==> src/rtl/comparador_pkg.sv <==
// -----------------------------------------------------------------------------
// comparador_pkg
// Shared definitions for the serial magnitude comparator:
//   - state_t   : controller states (IDLE, CMP)
//   - RES_*     : {lt, eq, gt} result encodings
//   - ndig()    : number of DIGIT-bit slices in a WIDTH-bit operand
// -----------------------------------------------------------------------------
package comparador_pkg;

    typedef enum logic {
        IDLE = 1'b0,
        CMP  = 1'b1
    } state_t;

    // Result vector ordering is {lt, eq, gt}
    localparam logic [2:0] RES_NONE = 3'b000;
    localparam logic [2:0] RES_LT   = 3'b100;
    localparam logic [2:0] RES_EQ   = 3'b010;
    localparam logic [2:0] RES_GT   = 3'b001;

    function automatic int unsigned ndig(input int unsigned width, input int unsigned digit);
        return width / digit;
    endfunction

endpackage

==> src/rtl/comparador_serial_if.sv <==
// -----------------------------------------------------------------------------
// comparador_serial_if
// Start/done handshake bundle of the serial comparator.
//   master: drives start, con_signo, a, b; observes ready, done, lt, eq, gt, pasos
//   slave : the comparator side (opposite directions)
// -----------------------------------------------------------------------------
interface comparador_serial_if #(
    parameter int unsigned WIDTH = 8,
    parameter int unsigned DIGIT = 1
);
    import comparador_pkg::*;

    localparam int unsigned NDIG = ndig(WIDTH, DIGIT);
    localparam int unsigned PW   = $clog2(NDIG + 1);

    logic             start;
    logic             con_signo;
    logic [WIDTH-1:0] a;
    logic [WIDTH-1:0] b;
    logic             ready;
    logic             done;
    logic             lt;
    logic             eq;
    logic             gt;
    logic [PW-1:0]    pasos;

    modport master (
        output start, con_signo, a, b,
        input  ready, done, lt, eq, gt, pasos
    );

    modport slave (
        input  start, con_signo, a, b,
        output ready, done, lt, eq, gt, pasos
    );

endinterface

==> src/rtl/comparador_digito.sv <==
// -----------------------------------------------------------------------------
// comparador_digito
// Combinational unsigned compare of one DIGIT-bit slice.
//   a, b  : slice operands
//   menor : a < b
//   mayor : a > b
// -----------------------------------------------------------------------------
module comparador_digito #(
    parameter int unsigned DIGIT = 1
) (
    input  logic [DIGIT-1:0] a,
    input  logic [DIGIT-1:0] b,
    output logic             menor,
    output logic             mayor
);

    always_comb begin
        menor = (a < b);
        mayor = (a > b);
    end

endmodule

==> src/rtl/comparador_serial.sv <==
// -----------------------------------------------------------------------------
// comparador_serial
// Sequential magnitude comparator: compares two WIDTH-bit operands one
// DIGIT-bit slice per clock, MSB slice first, stopping at the first
// differing slice. Unsigned or two's-complement mode.
//   clk, rst : clock and synchronous active-high reset
//   bus      : slave side of comparador_serial_if
//              (start, con_signo, a, b -> ready, done, lt, eq, gt, pasos)
// -----------------------------------------------------------------------------
module comparador_serial
    import comparador_pkg::*;
#(
    parameter int unsigned WIDTH = 8,
    parameter int unsigned DIGIT = 1
) (
    input  logic               clk,
    input  logic               rst,
    comparador_serial_if.slave bus
);

    localparam int unsigned NDIG = ndig(WIDTH, DIGIT);
    localparam int unsigned PW   = $clog2(NDIG + 1);

    state_t           r_state, w_state_nxt;
    logic [WIDTH-1:0] r_a, r_b, w_a_nxt, w_b_nxt;
    logic [PW-1:0]    r_idx, w_idx_nxt;
    logic [PW-1:0]    r_pasos, w_pasos_nxt;
    logic [2:0]       r_res, w_res_nxt;
    logic             r_done, w_done_nxt;
    logic             w_menor, w_mayor;
    logic [WIDTH-1:0] w_signo;

    // Flipping the sign bit maps two's-complement order onto unsigned order
    assign w_signo = {bus.con_signo, {(WIDTH-1){1'b0}}};

    comparador_digito #(.DIGIT(DIGIT)) u_digito (
        .a     (r_a[WIDTH-1 -: DIGIT]),
        .b     (r_b[WIDTH-1 -: DIGIT]),
        .menor (w_menor),
        .mayor (w_mayor)
    );

    always_ff @(posedge clk) begin
        if (rst) begin
            r_state <= IDLE;
            r_a     <= '0;
            r_b     <= '0;
            r_idx   <= '0;
            r_pasos <= '0;
            r_res   <= RES_NONE;
            r_done  <= 1'b0;
        end else begin
            r_state <= w_state_nxt;
            r_a     <= w_a_nxt;
            r_b     <= w_b_nxt;
            r_idx   <= w_idx_nxt;
            r_pasos <= w_pasos_nxt;
            r_res   <= w_res_nxt;
            r_done  <= w_done_nxt;
        end
    end

    always_comb begin
        w_state_nxt = r_state;
        w_a_nxt     = r_a;
        w_b_nxt     = r_b;
        w_idx_nxt   = r_idx;
        w_pasos_nxt = r_pasos;
        w_res_nxt   = r_res;
        w_done_nxt  = 1'b0;
        case (r_state)
            IDLE: begin
                if (bus.start) begin
                    w_a_nxt     = bus.a ^ w_signo;
                    w_b_nxt     = bus.b ^ w_signo;
                    w_idx_nxt   = '0;
                    w_res_nxt   = RES_NONE;
                    w_state_nxt = CMP;
                end
            end
            CMP: begin
                if (w_menor || w_mayor) begin
                    w_res_nxt   = w_menor ? RES_LT : RES_GT;
                    w_pasos_nxt = r_idx + PW'(1);
                    w_done_nxt  = 1'b1;
                    w_state_nxt = IDLE;
                end else if (r_idx == PW'(NDIG - 1)) begin
                    w_res_nxt   = RES_EQ;
                    w_pasos_nxt = r_idx + PW'(1);
                    w_done_nxt  = 1'b1;
                    w_state_nxt = IDLE;
                end else begin
                    // Next slice moves into the top DIGIT bits
                    w_a_nxt   = r_a << DIGIT;
                    w_b_nxt   = r_b << DIGIT;
                    w_idx_nxt = r_idx + PW'(1);
                end
            end
            default: w_state_nxt = IDLE;
        endcase
    end

    assign bus.ready = (r_state == IDLE);
    assign bus.done  = r_done;
    assign bus.lt    = r_res[2];
    assign bus.eq    = r_res[1];
    assign bus.gt    = r_res[0];
    assign bus.pasos = r_pasos;

endmodule

==> src/flat_wrapper.sv <==
// flat-port wrapper written by rule: the top's interface ports become plain ports
module comparador_serial_flat import comparador_pkg::*;
#(
    parameter int unsigned WIDTH = 8,
    parameter int unsigned DIGIT = 1
)
  (clk, rst, bus_start, bus_con_signo, bus_a, bus_b, bus_ready, bus_done, bus_lt, bus_eq, bus_gt, bus_pasos);
  comparador_serial_if #(.WIDTH(WIDTH), .DIGIT(DIGIT)) bus_i ();
  input  logic clk;
  input  logic rst;
  input wire logic [$bits(bus_i.start)-1:0] bus_start;
  input wire logic [$bits(bus_i.con_signo)-1:0] bus_con_signo;
  input wire logic [$bits(bus_i.a)-1:0] bus_a;
  input wire logic [$bits(bus_i.b)-1:0] bus_b;
  output wire logic [$bits(bus_i.ready)-1:0] bus_ready;
  output wire logic [$bits(bus_i.done)-1:0] bus_done;
  output wire logic [$bits(bus_i.lt)-1:0] bus_lt;
  output wire logic [$bits(bus_i.eq)-1:0] bus_eq;
  output wire logic [$bits(bus_i.gt)-1:0] bus_gt;
  output wire logic [$bits(bus_i.pasos)-1:0] bus_pasos;
  assign bus_i.start = bus_start;
  assign bus_i.con_signo = bus_con_signo;
  assign bus_i.a = bus_a;
  assign bus_i.b = bus_b;
  assign bus_ready = bus_i.ready;
  assign bus_done = bus_i.done;
  assign bus_lt = bus_i.lt;
  assign bus_eq = bus_i.eq;
  assign bus_gt = bus_i.gt;
  assign bus_pasos = bus_i.pasos;
  comparador_serial #(.WIDTH(WIDTH), .DIGIT(DIGIT)) u_core (.clk(clk), .rst(rst), .bus(bus_i));
endmodule
==> config.mk <==
export PLATFORM = sky130hd
export DESIGN_NAME = comparador_serial_flat
export DESIGN_NICKNAME = d
export VERILOG_FILES = /design/src/rtl/comparador_pkg.sv /design/src/rtl/comparador_serial_if.sv /design/src/rtl/comparador_digito.sv /design/src/rtl/comparador_serial.sv /design/src/flat_wrapper.sv
export SDC_FILE = /design/constraint.sdc
export NUM_CORES = 1
export LEC_CHECK = 0
export CAP_MARGIN = 20
export CELL_PAD_IN_SITES_DETAIL_PLACEMENT = 0
export CELL_PAD_IN_SITES_GLOBAL_PLACEMENT = 2
export CORE_MARGIN = 2
export CORE_UTILIZATION = 30
export DETAILED_ROUTE_END_ITERATION = 6
export PLACE_DENSITY_LB_ADDON = 0.08
export SYNTH_ARGS = -nofsm -noshare
export SYNTH_HDL_FRONTEND = slang
export SYNTH_SLANG_ARGS = --single-unit
==> constraint.sdc <==
create_clock -name clk -period 2.31 [get_ports clk]
set_clock_uncertainty 0.2 [all_clocks]
set_input_delay 0.231 -clock clk [delete_from_list [all_inputs] [get_ports clk]]
set_output_delay 0.231 -clock clk [all_outputs]
set_load 0.005 [all_outputs]
[After elaboration in Yosys (flattened, before gate mapping)]
Index checks and enable logic that the tools add are counted.
Word-level totals
  register bits: 29
  input port bits: 20
  logic and storage cells: 49
Cells by class
  add/sub/neg operators: 1
  magnitude comparators: 2
  equality and inequality tests: 5
  mux-type cells: 25
  bitwise gates (word level): 3
  reductions and logical operators: 6
Operator list (count)
  $mux W8: 6
  $pmux W8 S2: 2
  $mux W4: 5
  $xor A8 B8 Y8: 2
  $mux W3: 4
  $pmux W4 S2: 1
  $ne A2 B2 Y1 const B: 3
  $pmux W3 S2: 1
  $mux W1: 5
  $add A4 B1 Y4 const B: 1
  $eq A4 B3 Y1 const B: 1
  $reduce_and A2 Y1: 2
  $ne A3 B3 Y1 const B: 1
  $reduce_and A3 Y1: 1
  $pmux W1 S2: 1
  $reduce_bool A2 Y1: 1
  $reduce_or A2 Y1: 1
  $gt A1 B1 Y1: 1
  $logic_or A1 B1 Y1: 1
  $lt A1 B1 Y1: 1
  $not A1 Y1: 1

[Longest topological paths before layout]
Gate-level depths: netlist of the first run.
  word-level depth: 4
  gate-level depth with buffers: 6
  gate-level depth less buffers: 5

[By module]
A second synthesis of the first run with hierarchy kept.
Unflattened totals
  cells, all modules: 158
  area total of the unflattened synthesis: 1431.4 um2
Modules (own cells, without submodules)
  comparador_serial: instances 1, cells an instance 156, area an instance 1416.4 um2
  comparador_digito: instances 1, cells an instance 2, area an instance 15.0 um2

[Worst setup path after synthesis of the first run]
No wires, ideal clock.
  path kind: reg-to-reg
  from: reg u_core.r_idx[0]
  to: reg u_core.r_a[1]
  data arrival time: 1.503 ns
  setup slack: 0.536 ns
  cell stages (with the launch flop): 7
  buffers on the path: 2
  period minus slack after synthesis: 1.774 ns
  cell sequence: dfxtp_1 > ha_1 > and4b_4 > buf_6 > buf_6 > or3_1 > a21oi_1
Between the ends
  cells in the longest elaborated chain, start to end: 3
Ends and longest elaborated chain
  start: declaration: RTL line comparador_serial.sv:26  | logic [PW-1:0] r_idx, w_idx_nxt;
  start signal: assignment: RTL line comparador_serial.sv:56  | r_idx <= w_idx_nxt;
  $eq A4 B3 Y1: RTL line comparador_serial.sv:87  | end else if (r_idx == PW'(NDIG - 1)) begin
  $ne A2 B2 Y1 (no line)
  $reduce_and A3 Y1 (no line)
  end signal: assignment: RTL line comparador_serial.sv:54  | r_a <= w_a_nxt;
  end: declaration: RTL line comparador_serial.sv:25  | logic [WIDTH-1:0] r_a, r_b, w_a_nxt, w_b_nxt;
No other way between the ends.
A chain may end at the register's enable or synchronous reset.

[Worst setup path after layout of the first run]
  from: reg u_core.r_a[7]
  to: reg u_core.r_a[7]
Between the ends
  cells in the longest elaborated chain, start to end: 4
Ends and longest elaborated chain
  $lt A1 B1 Y1 / $gt A1 B1 Y1 (equally long branches): RTL line comparador_digito.sv:18, comparador_digito.sv:19
  $logic_or A1 B1 Y1 (*): RTL line comparador_serial.sv:82  | if (w_menor || w_mayor) begin
  $ne A2 B2 Y1 (no line) (*)
  $reduce_and A3 Y1 (no line) (*)
Every way passes the cells marked *; elsewhere a longest branch is shown, timed or not.

==> run metrics, run 1 <==
Final Critical Period=1930 ps; post-synthesis cell count=159; CP Launch Type=register; average size of a mapped cell=8.85 µm²; status=completed; Critical R2R Capture=u_core.r_a[7]$_SDFFE_PP0P_; Max Freq=518 MHz; Worst-path clk slew=60 ps; Net Count, Synth=182; pin count of the biggest net entering global routing=39; drt first pass iters=4; synth top area cells=dfxtp_1 41%, mux2i_1 11%, a21oi_1 8.2%, o21ai_0 8.2%, or3_1 6.2%; worst hold path cell count=2; Area Overhead vs Synth=29.2%; number of setup violations in the final report=0; Slew @ Worst Pin=401 ps; layout cells sized above 1=0.0806; CP arrival=1930 ps; WL final=3260 µm; Placer Congestion=0.756; Unique masters post-synth=29; DRC Markers=0; All-Layer GR Usage=0.132; Synth top area share=0.412; Worst R2R Path Depth=6; HP Class=register to register; maximum VDD drop=0.249 mV; Hold EP=u_core.r_a[1]$_SDFFE_PP0P_; vias=1,212; slew margin rel.=0.732; cell taking the most area after synthesis=dfxtp_1; worst skew pair latency=280 ps; filler instances=472; Post-CTS Setup Bufs=0; Post-DP Area=1720 µm²; worst path required time=2310 ps; register area share after synthesis=0.412; # hold bufs at CTS=0; Fin. Hold Viols=0; antenna violations before repair=0; final total power=1.27 mW; Rows=24; Starting Density=0.317; # nets final=208; Ys Warns=0; worst reg-to-reg setup slack=380 ps; R2R Path Start=u_core.r_a[7]$_SDFFE_PP0P_; Mapped Area=1410 µm²; first-pass GRT wire length=5330 µm; clk buf depth=2; Yosys reg bits=29; min-delay src=u_core.r_a[1]$_SDFFE_PP0P_; fin. max-slew vios=0; register area=581 µm²; die width=72.5 µm; Port Buf Inserts=28; period utilisation layout=0.836; die height=72.5 µm; RSZ-0062 raised after global routing=false; Die ar.=5260 µm²; CTS tree=done; Crit. End Element=register; H-tree Lvls=2; max_cap viols=0; Num CTS Buffers=5; post_cts resized=0; clk root buf=clkbuf_8; average routed wire per standard cell=13.7 µm; core area=4440 µm²; vias per cell=5.09; Post-DRT Antenna Nets=0; critical path class=register to register; final setup TNS=0 ps; clk sinks=29; post-route cell area=1820 µm²; pwr dens=698 nW/µm²; Post-Route Utilization=0.409; Crit Path Max Fanout=31; drt first-iter violations=109; WHS=273 ps; Ports=29; Leak=0.658 nW; Critical Path Start=u_core.r_a[7]$_SDFFE_PP0P_; GRT overflow=0; Ant. Diodes=0; HPWL Detailed=2210 µm; area occupied by multi-input gates=747 µm²; vias in the first global route=1,162
cell usage after synthesis:
cell type  count
dfxtp_1       29
a21oi_1       23
o21ai_0       23
mux2i_1       15
or3_1         14
clkbuf_1       6
nand2_1        5
buf_2          4
inv_1          4
nor2b_1        4
a211oi_1       3
ha_1           3
nand4_1        3
nor3_1         3
xor2_1         3
buf_6          2
nand2b_1       2
nand3_1        2
a2111o_1       1
and2_1         1
and3b_2        1
and4_1         1
and4b_4        1
buf_1          1
nand3b_1       1
nand4b_1       1
nor4_1         1
o211ai_1       1
xnor2_1        1
worst max path at each step:
stage	endpoint	slack [ps]	cells past startpoint
2_1_floorplan	u_core.r_a[1]$_SDFFE_PP0P_	540	6
3_5_place_dp	u_core.r_a[7]$_SDFFE_PP0P_	400	5
5_1_grt	u_core.r_b[7]$_SDFFE_PP0P_	220	6
3_3_place_gp	u_core.r_a[7]$_SDFFE_PP0P_	380	5
6_report	u_core.r_a[7]$_SDFFE_PP0P_	380	6
4_1_cts	u_core.r_a[7]$_SDFFE_PP0P_	380	6
worst max-delay path: stages (launching register included):
cell	delay, ps
dfxtp_1	350
inv_1	50
ha_1	370
mux2i_2	90
buf_4	230
or3_1	360
o21ai_0	200
per-stage QoR:
step | cells | worst slack (ps)
2_1_floorplan | 159 | 536
3_3_place_gp | 230 | 375
3_5_place_dp | 230 | 403
4_1_cts | 238 | 380
5_1_grt | 238 | 222
6_report | 238 | 379
metal layers:
metal  vias up  wire length [µm]  track usage
met5         -                 0            0
met4         0                36       0.0494
met3         7               184       0.0542
met2        35              1420        0.200
met1       544              1620        0.167
li1        626                 -            -
power by group:
| part | internal, mW | switching, mW |
|---|---|---|
| logic | 0.122 | 0.111 |
| clock network | 0.269 | 0.200 |
| registers | 0.540 | 0.0262 |
sequential cells by signal, summed over array words and instances, names as in the netlist:
name              flops
u_core.r_a            8
u_core.r_b            8
u_core.bus.pasos      4
u_core.r_idx          4
u_core.r_res          3
u_core.bus.done       1
u_core.r_state        1
cell type report:
| type | count | share of cell area |
|---|---|---|
| multi-input cells | 113 | 0.411 |
| well taps | 52 | 0.0358 |
| inverters | 4 | 0.00825 |
| flip-flops and latches | 29 | 0.319 |
| clock buffers | 7 | 0.0530 |
| repair buffers | 32 | 0.171 |
| clock inverters | 1 | 0.00275 |
kinds of logic after synthesis:
group	Yosys count	synth area share
compound gates	51	0.193
simple gates	40	0.177
flops	29	0.412
buf+inv	17	0.0595
mux	15	0.107
xor+xnor	4	0.0249
fa+ha+maj	3	0.0267
cells in the final DEF (no fill, tap or decap):
cell type        synthesis  final
a2111o_1                 1      1
a211oi_1                 3      3
a21oi_1                 23     23
and2_1                   1      1
and3b_2                  1      1
and4_1                   1      1
and4b_4                  1      1
buf_4                    0      4
clkbuf_8                 0      7
clkdlybuf4s50_1          0     28
clkinv_2                 0      1
dfxtp_1                 29     29
ha_1                     3      3
inv_1                    4      4
mux2i_1                 15     14
mux2i_2                  0      1
nand2_1                  5      5
nand2b_1                 2      2
nand3_1                  2      2
nand3b_1                 1      1
nand4_1                  3      3
nand4b_1                 1      1
nor2b_1                  4      4
nor3_1                   3      3
nor4_1                   1      1
o211ai_1                 1      1
o21ai_0                 23     23
or3_1                   14     14
xnor2_1                  1      1
xor2_1                   3      3
Power figures use the tool's default switching activity.
==> inputs of run 2 (changes only) <==
Clock period 2.31 ns to 1.8 ns, I/O delays scaled along.
==> run metrics, run 2 (synthesis results as in run 1) <==
pwr dens=825 nW/µm² (was 698 nW/µm²); # nets final=215 (was 208); clk buf depth=2 (unchanged); drt first pass iters=4 (unchanged); drt first-iter violations=49 (was 109); Leak=0.706 nW (was 0.658 nW); Ant. Diodes=0 (unchanged); CP Launch Type=register (unchanged); CP bufs+invs=2 (unchanged); Placer Congestion=0.751 (was 0.756); DRC Markers=0 (unchanged); post-route cell area=1920 µm² (was 1820 µm²); worst slack at placement=22.9 ps (was 403 ps); Num CTS Buffers=5 (unchanged); CP arrival=1700 ps (was 1930 ps); Post-DRT Antenna Nets=0 (unchanged); Crit Path Max Fanout=5 (was 31); antenna violations before repair=0 (unchanged); CTS tree=done (unchanged); vias per cell=5.20 (was 5.09); GR peak layer=met2 (unchanged); die width=72.5 µm (unchanged); status=completed (unchanged); max_cap viols=0 (unchanged); Post-DP Area=1800 µm² (was 1720 µm²); met3 GRT Util=0.0417 (was 0.0542); All-Layer GR Usage=0.134 (was 0.132); # hold bufs at CTS=0 (unchanged); HP Class=input pin to register (was register to register); placed insts=236 (was 230); Area Overhead vs Synth=36.2% (was 29.2%); Rows=24 (unchanged); M1 GR Usage=0.175 (was 0.167); crit-path leading delay family=simple AND/OR/NAND/NOR gates (was adder cells); WL final=3440 µm (was 3260 µm); critical path class=register to register (unchanged); Final Non-Filler Cells=245 (was 238); first-pass GRT wire length=5380 µm (was 5330 µm); worst skew pair latency=270 ps (was 280 ps); slew margin rel.=0.800 (was 0.732); Ports=29 (unchanged); Die ar.=5260 µm² (unchanged); final setup TNS=0 ps (unchanged); Post-Route Utilization=0.431 (was 0.409); GRT overflow=0 (unchanged); Max Freq=583 MHz (was 518 MHz); Fin. Hold Viols=0 (unchanged); HPWL Detailed=2230 µm (was 2210 µm); maximum VDD drop=0.433 mV (was 0.249 mV); Critical Path Max Stage Delay=330 ps (was 370 ps); worst reg-to-reg setup slack=80 ps (was 380 ps); pin count of the biggest net entering global routing=33 (was 39); critical path's slowest cell=dfxtp_2 (was ha_1); WHS=256 ps (was 273 ps); Port Buf Inserts=28 (unchanged); largest registers=u_core.r_a: 8 flops, u_core.r_b: 8 flops (unchanged); period utilisation layout=0.953 (was 0.836); Worst-path clk slew=60 ps (about the same); Crit. End Element=register (unchanged); fin worst setup slack=84.8 ps (was 379 ps); final total power=1.58 mW (was 1.27 mW); Final Critical Period=1720 ps (was 1930 ps); fin. max-slew vios=0 (unchanged); met2 usage=0.208 (was 0.200); vias=1,275 (was 1,212); layout cells sized above 1=0.145 (was 0.0806); Starting Density=0.317 (unchanged); clk sinks=29 (unchanged); average routed wire per standard cell=14.0 µm (was 13.7 µm); H-tree Lvls=2 (unchanged); vias in the first global route=1,197 (was 1,162); crit-path cells=inv_1, ha_1, buf_4, and2_1, and4_1, nor4_2 (was inv_1, ha_1, mux2i_2, buf_4, or3_1, o21ai_0); number of setup violations in the final report=0 (unchanged); die height=72.5 µm (unchanged); clk root buf=clkbuf_8 (unchanged); Slew @ Worst Pin=299 ps (was 401 ps); Post-CTS Setup Bufs=0 (unchanged); most frequent cells in the layout=27 x clkdlybuf4s50_1, 27 x dfxtp_1, 22 x a21oi_1 (was 29 x dfxtp_1, 28 x clkdlybuf4s50_1, 23 x o21ai_0, 23 x a21oi_1); core area=4440 µm² (unchanged); worst path required time=1780 ps (was 2310 ps)
run 2: worst paths after layout:
kind | startpoint | end | cells after the start
worst max-delay path | u_core.r_a[7]$_SDFFE_PP0P_ | u_core.r_idx[2]$_SDFFE_PP0P_ | 6
worst min-delay path | bus_a[0] | u_core.r_a[0]$_SDFFE_PP0P_ | 3
worst max register to register | u_core.r_a[7]$_SDFFE_PP0P_ | u_core.r_idx[2]$_SDFFE_PP0P_ | 6
worst min register to register | u_core.bus.pasos[1]$_SDFFE_PP0P_ | u_core.bus.pasos[1]$_SDFFE_PP0P_ | 2
run 2: where the power goes:
part | switching (mW) | internal [mW]
sequential | 0.0292 | 0.695
clock | 0.243 | 0.267
combinational | 0.159 | 0.189
total | 0.431 | 1.15
run 2: repair_timing:
item | CTS | global route
setup endpoints to repair | 1 | 18
cloned | 0 | 1
resized for setup | 1 | 9
pin swaps | 0 | 1
run 2: layer usage:
layer  vias up  share of wire
li1        643              -
met1       594           0.48
met2        34           0.46
met3         4          0.047
met4         0          0.010
met5         -              0
run 2: worst min-delay path, cell delays in order:
cell and delay, ps:
clkdlybuf4s50_1 400, nand2_1 60, a21oi_1 50
run 2: final cells by class:
class / count / area [µm²]
Clock buffer: 6 / 72.6
Fill cell: 465 / 2530
Sequential cell: 29 / 583
Multi-Input combinational cell: 114 / 776
Inverter: 4 / 15.0
Timing Repair Buffer: 38 / 395
Tap cell: 52 / 65.1
Clock inverter: 2 / 10.0
==> inputs of run 3 (changes only) <==
Settings changed: PLACE_DENSITY_LB_ADDON 0.08 to 0.1.
==> run metrics, run 3 (synthesis results as in run 1) <==
Rows=24 (unchanged); WL final=3540 µm (was 3440 µm); Die ar.=5260 µm² (unchanged); # hold bufs at CTS=0 (unchanged); max_cap viols=0 (unchanged); Num CTS Buffers=5 (unchanged); Port Buf Inserts=28 (unchanged); area occupied by multi-input gates=800 µm² (was 776 µm²); worst hold path cell count=3 (unchanged); crit-path leading delay family=buffers and inverters (was simple AND/OR/NAND/NOR gates); Placer Congestion=0.786 (was 0.751); layout cells sized above 1=0.174 (was 0.145); clk sinks=29 (unchanged); RSZ-0062 raised after global routing=false; HP Class=input pin to register (unchanged); worst skew pair latency=280 ps (was 270 ps); HPWL Detailed=2340 µm (was 2230 µm); register area=586 µm² (was 583 µm²); Crit. End Element=primary output (was register); Critical Path Max Stage Delay=490 ps (was 330 ps); All-Layer GR Usage=0.137 (was 0.134); die height=72.5 µm (unchanged); pwr dens=820 nW/µm² (was 825 nW/µm²); most frequent cells in the layout=28 x clkdlybuf4s50_1, 27 x dfxtp_1, 21 x o21ai_0, 21 x a21oi_1, 14 x mux2i_1 (was 27 x clkdlybuf4s50_1, 27 x dfxtp_1, 22 x a21oi_1); Worst R2R Path Depth=5 (was 6); worst path required time=1420 ps (was 1780 ps); Post-DRT Antenna Nets=0 (unchanged); first-pass GRT wire length=5520 µm (was 5380 µm); number of setup violations in the final report=0 (unchanged); final setup TNS=0 ps (unchanged); critical path's slowest cell=clkdlybuf4s50_1 (was dfxtp_2); most common cell after layout, fill and taps aside=clkdlybuf4s50_1; crit-path cells=buf_12, inv_4, clkdlybuf4s50_1 (was inv_1, ha_1, buf_4, and2_1, and4_1, nor4_2); filler instances=454 (was 465); Fin. Hold Viols=0 (unchanged); average routed wire per standard cell=14.3 µm (was 14.0 µm); Ports=29 (unchanged); CTS tree=done (unchanged); period utilisation layout=0.968 (was 0.953); largest registers=u_core.r_a: 8 flops, u_core.r_b: 8 flops (unchanged); H-tree Lvls=2 (unchanged); CP bufs+invs=3 (was 2); Area Overhead vs Synth=39.9% (was 36.2%); vias per cell=5.19 (was 5.20); vias=1,281 (was 1,275); CP arrival=1360 ps (was 1700 ps); Worst-path clk slew=60 ps (about the same); CP Launch Type=register (unchanged); drt first pass iters=4 (unchanged); GRT overflow=0 (unchanged); vias in the first global route=1,232 (was 1,197); fin. max-slew vios=0 (unchanged); Slew @ Worst Pin=292 ps (was 299 ps); # nets final=218 (was 215); Max Freq=574 MHz (was 583 MHz); clk root buf=clkbuf_8 (unchanged); drt first-iter violations=80 (was 49); critical path class=register to primary output (was register to register); Final Critical Period=1740 ps (was 1720 ps); status=completed (unchanged); maximum VDD drop=0.466 mV (was 0.433 mV); clk buf depth=2 (unchanged); critical path depth in cells=3 (was 6); Leak=0.718 nW (was 0.706 nW); Ant. Diodes=0 (unchanged); Starting Density=0.317 (unchanged); antenna violations before repair=0 (unchanged); slew margin rel.=0.804 (was 0.800); die width=72.5 µm (unchanged); core area=4440 µm² (unchanged); Crit Path Max Fanout=15 (was 5); WHS=254 ps (was 256 ps); DRC Markers=0 (unchanged); pin count of the biggest net entering global routing=33 (unchanged)
-- run 3: power by group --
part,total (mW),switching (mW),internal (mW)
Clock,0.532,0.229,0.302
Sequential,0.725,0.0298,0.695
Combinational,0.358,0.162,0.197
-- run 3: layout make-up --
class,count,share of cell area
clock buffer,7,0.0438
inverter,4,0.00889
multi-input combinational,114,0.406
sequential,29,0.297
tap,52,0.0330
timing repair buffer,41,0.211
-- run 3: worst paths after layout --
path	startpoint	end	slack, ps
setup reg to reg	u_core.r_idx[0]$_SDFFE_PP0P_	u_core.r_a[3]$_SDFFE_PP0P_	110
hold / removal	bus_b[0]	u_core.r_b[0]$_SDFFE_PP0P_	250
setup / recovery	u_core.r_state$_SDFF_PP0_	bus_ready	60
hold reg to reg	u_core.r_res[2]$_SDFFE_PP0P_	u_core.r_res[2]$_SDFFE_PP0P_	270
-- run 3: timing repair --
action	CTS	global route
endpoints found under the setup margin	1	22
pin swaps	0	1
setup buffers	0	2
resized for setup	1	14
cloned	0	1
-- run 3: metrics by stage --
step                total power [mW]  utilization  area (µm²)  setup WS [ps]  cells
finish                          1.62        0.443        1970           57.8    247
global route                    1.72        0.443        1970           15.1    247
CTS                             1.62        0.423        1880           9.85    244
detailed placement              1.08        0.404        1800           25.2    237
global placement                1.07        0.404        1800           26.4    237
floorplan                      0.918            -        1410           26.4    159
-- run 3: metal layers --
metal / part of all wire / GRT usage / wire length (µm)
met2: 0.49 / 0.224 / 1740
met3: 0.041 / 0.0444 / 146
met5: 0 / 0 / 0
met4: 0.012 / 0.0576 / 42
met1: 0.46 / 0.164 / 1620
-- run 3: tightest hold or removal path, delay by kind of cell --
| family | cells | cell delay [ps] |
|---|---|---|
| and+or+nand+nor | 1 | 50 |
| buffers and inverters | 1 | 390 |
| AOI/OAI and AO/OA | 1 | 50 |
